$ cat src/rtl/toggle_edge_counter.sv
// Counts rising edges of q_in over a programmable window of clk cycles,
// then holds the result behind a done/ack handshake until acknowledged.
module toggle_edge_counter #(
  parameter int CNT_W  = 16,
  parameter int GATE_W = 16
) (
  input  logic              clk,
  input  logic              rst,
  input  logic              q_in,
  input  logic              start,
  input  logic [GATE_W-1:0] gate_len,
  input  logic              ack,
  output logic [CNT_W-1:0]  count,
  output logic              busy,
  output logic              done,
  output logic              overflow
);

  typedef enum logic [1:0] {
    IDLE,
    ARM,
    COUNT,
    HOLD
  } state_t;

  state_t            state;
  logic              q_prev;
  logic [GATE_W-1:0] rem;
  logic              rise;

  assign rise = q_in & ~q_prev;

  // ARM exists only to load q_prev with the level present at start, so a
  // q_in that is already high is never mistaken for an edge.
  always_ff @(posedge clk) begin
    if (rst) begin
      state    <= IDLE;
      q_prev   <= 1'b0;
      rem      <= '0;
      count    <= '0;
      busy     <= 1'b0;
      done     <= 1'b0;
      overflow <= 1'b0;
    end else begin
      q_prev <= q_in;
      case (state)
        IDLE: begin
          if (start) begin
            state    <= ARM;
            busy     <= 1'b1;
            rem      <= gate_len;
            count    <= '0;
            overflow <= 1'b0;
          end
        end
        ARM: begin
          if (rem == '0) begin
            state <= HOLD;
            busy  <= 1'b0;
            done  <= 1'b1;
          end else begin
            state <= COUNT;
          end
        end
        COUNT: begin
          if (rise) begin
            if (&count) begin
              overflow <= 1'b1;
            end else begin
              count <= count + 1'b1;
            end
          end
          rem <= rem - 1'b1;
          // The edge seen in the final window cycle is still counted above.
          if (rem == GATE_W'(1)) begin
            state <= HOLD;
            busy  <= 1'b0;
            done  <= 1'b1;
          end
        end
        HOLD: begin
          if (ack) begin
            state <= IDLE;
            done  <= 1'b0;
          end
        end
        default: begin
          state <= IDLE;
          busy  <= 1'b0;
          done  <= 1'b0;
        end
      endcase
    end
  end

endmodule

$ cat config.mk
export PLATFORM = sky130hd
export DESIGN_NAME = toggle_edge_counter
export DESIGN_NICKNAME = d
export VERILOG_FILES = /design/src/rtl/toggle_edge_counter.sv
export SDC_FILE = /design/constraint.sdc
export NUM_CORES = 1
export LEC_CHECK = 0
export CAP_MARGIN = 20
export CORE_MARGIN = 4
export CORE_UTILIZATION = 48
export CTS_CLUSTER_SIZE = 28
export DETAILED_ROUTE_END_ITERATION = 10
export PLACE_DENSITY = 0.76
export SKIP_CTS_REPAIR_TIMING = 1
export SYNTH_ARGS = -nofsm -noshare
export SYNTH_HDL_FRONTEND = slang
export SYNTH_SLANG_ARGS = --single-unit
$ cat constraint.sdc
create_clock -name clk -period 2.1 [get_ports clk]
set_input_delay 0.525 -clock clk [delete_from_list [all_inputs] [get_ports clk]]
set_output_delay 0.525 -clock clk [all_outputs]
set_load 0.01 [all_outputs]
==> out/metrics.cfg <==
[global_routing]
grt_use_total_pct = 21.8
antenna_found_initial = 0
grt_pass1_vias = 2384
grt_pass1_wl_um = 11100
grt_max_degree = 19
grt-ovfl-total = 0

[finish]
n_antenna_cell = 0
drive_gt1_share_pct = 18.0
final-instance-count-excl-fill = 417
fin_nets = 379
area.growth.synth_to_final_pct = 30.4

[sta]
final_hold_viol_count = 0
fin_crit_ns = 2.03
fin_worst_skew_ns = 0.00458
rsz0062_at_grt = true
post-route-period-util_pct = 96.6
fmaxAchievable_ghz = 0.493
setup_viol = 0
drv_slew = 0
worst_pin_slew_ns = 0.551
fin_setup_tns_ns = 0
relSlewSlack_pct = 63.0

[drt]
via_per_inst = 6.13
dr.pass1.iters = 4
drt-total-wl_um = 6820
drcViolationCount = 0
via_count = 2557
antenna_left = 0
drt_iter0_drc = 183
wl_per_cell_um = 16.4

[setup_path]
reg2reg_setup_slack_ns = 0.07
crit_chain = inv_1 > ha_1 > mux2_2 > buf_4 > nand3_1 > or4_1 > a21oi_1
path_max_fanout = 7
timing.rr.start = state[0]
end_kind = flop
r2r_end = count[15]
startpoint_type = flop
required_ns = 2.32
cp_slowest_stage_delay_ns = 0.45
critPathSlowestCell = or4_1
ff2ff_path_depth = 7
criticalPathCategory = flop to flop
crit_arrival_ns = 2.25

[cts]
cts-buffers-inserted = 5
clk_path_buf_depth = 2
cts-root-buf = clkbuf_8
cts_tree = done
cts_sinks = 38
worstSkewPairLatency_ns = 0.29
cts_max_level = 2
clk_pin_slew_ns = 0.08

[placed_design]
post-place-cells = 410
hpwl_um = 5010
place.gp.congestion = 0.876
port_buffers = 39

[synthesis]
async_reset_ff_share_pct = 0
ys_seq_area_share_pct = 31.4
synth_edf_count = 0
synth_fp_nets = 318
synth_seq_cells = 38
netlist_area_sq_mm = 0.00242
ys_warn_count = 0
synth_ff_type = dfxtp_1
avgSynthCellArea_sq_um = 8.39
yosysUniqueCellTypes = 62
netlist_instances = 289

[hold_path]
hp-start = done
hp-class = flop to flop
hold_path_end = done
hold_path_depth = 2

[floorplan]
io_pins = 40
design.core.area_sq_mm = 0.00482
dieArea_sq_mm = 0.00625
start_util_pct = 50.3
dieWidth_um = 79.1
num_rows = 25
die_y_um = 79.1

[power_and_ir_drop]
p_per_area_mw_per_mm2 = 1140
ir_worst_vdd_mv = 0.796
power_leakage_uw = 0.00116

[status]
status = complete, no violations

[run]
drv_cap = 0

==> report_power, final <==
part / total, uW / switching, uW / internal (uW)
registers: 1020 / 157 / 860
clock network: 497 / 268 / 229
logic: 2080 / 1130 / 949
total: 3590 / 1550 / 2040
==> worst max-delay path by stage <==
stage	start	to
after floorplan	state[0]	count[12]
after global placement	start	count[14]
after detailed placement	start	count[8]
after CTS	rem[1]	busy
after global routing	state[0]	rem[10]
final	state[0]	count[15]
==> per-stage QoR <==
stage          power (uW)  area [sq um]  hold slack, ns  worst slack, ns  util [%]
6_report             3590          3160           0.462           0.0705      65.6
3_5_place_dp         3010          3050           0.458           -0.160      63.4
4_1_cts              3520          3130           0.470         -0.00597      64.9
2_1_floorplan        2350          2420           0.454           0.0966         -
3_3_place_gp         2970          3050           0.449           -0.126      63.4
5_1_grt              3800          3160           0.494          -0.0188      65.6
==> area by class of cell <==
| class | instances | area, sq um |
|---|---|---|
| tap | 67 | 83.8 |
| inverter | 10 | 37.5 |
| clock buffer | 7 | 76.3 |
| timing repair buffer | 73 | 646 |
| sequential | 38 | 761 |
| multi-input combinational | 222 | 1560 |
| fill | 438 | 1660 |
==> synth_stat cells, types with 8 or more instances <==
cell type | instances | area share [%]
dfxtp_1 | 38 | 31
a21oi_1 | 26 | 5.4
nand2_1 | 20 | 3.1
nand3_1 | 18 | 3.7
clkbuf_1 | 14 | 2.2
nor2_1 | 11 | 1.7
inv_1 | 10 | 1.5
and3_1 | 9 | 2.3
nor3_1 | 9 | 1.9
ha_1 | 8 | 4.1
==> critical path: cells and delay by family, from the launching register on <==
| kind | cells | cell delay (ns) |
|---|---|---|
| and+or+nand+nor | 2 | 0.65 |
| DFF | 1 | 0.41 |
| muxes | 1 | 0.29 |
| buffers and inverters | 2 | 0.23 |
| adders and majority gates | 1 | 0.23 |
| AOI/OAI and AO/OA | 1 | 0.15 |
==> kinds of logic (layout without fill, tap and decap cells) <==
group	Yosys count	in the layout	synth area share [%]
buffers and inverters	29	90	5.73
flip-flops	38	38	31.4
multiplexers	9	9	4.03
AO/OA/AOI/OAI	80	80	23.5
AND/OR/NAND/NOR	125	125	31.2
adder cells (fa/ha/maj)	8	8	4.13
==> placed cells by master, fill, tap and decap left out, drive strengths merged, types with 7 or more instances in the layout <==
cell type / netlist / routed
dfxtp: 38 / 38
nor2b: 7 / 7
or4: 9 / 9
nor3: 10 / 10
and3: 9 / 9
or3: 7 / 7
o31ai: 7 / 7
a21oi: 26 / 26
clkbuf: 17 / 7
nand2: 20 / 20
nor2: 11 / 11
nand3: 19 / 19
ha: 8 / 8
inv: 10 / 10
o21ai: 8 / 8
buf: 2 / 34
clkdlybuf4s50: 0 / 39
==> state kept, by name, indices dropped and copies added (netlist names) <==
name	flops
count	16
rem	16
state	2
busy	1
done	1
overflow	1
q_prev	1
==> per-layer routing <==
metal / wire, um / vias up / global-route usage [%]
met2: 3380 / 105 / 38.1
met1: 2950 / 1208 / 27.8
met3: 445 / 5 / 3.17
met5: 0 / - / 0
met4: 48 / 0 / 5.67
li1: - / 1239 / -
Note: power is estimated with default switching activity, not from simulation.
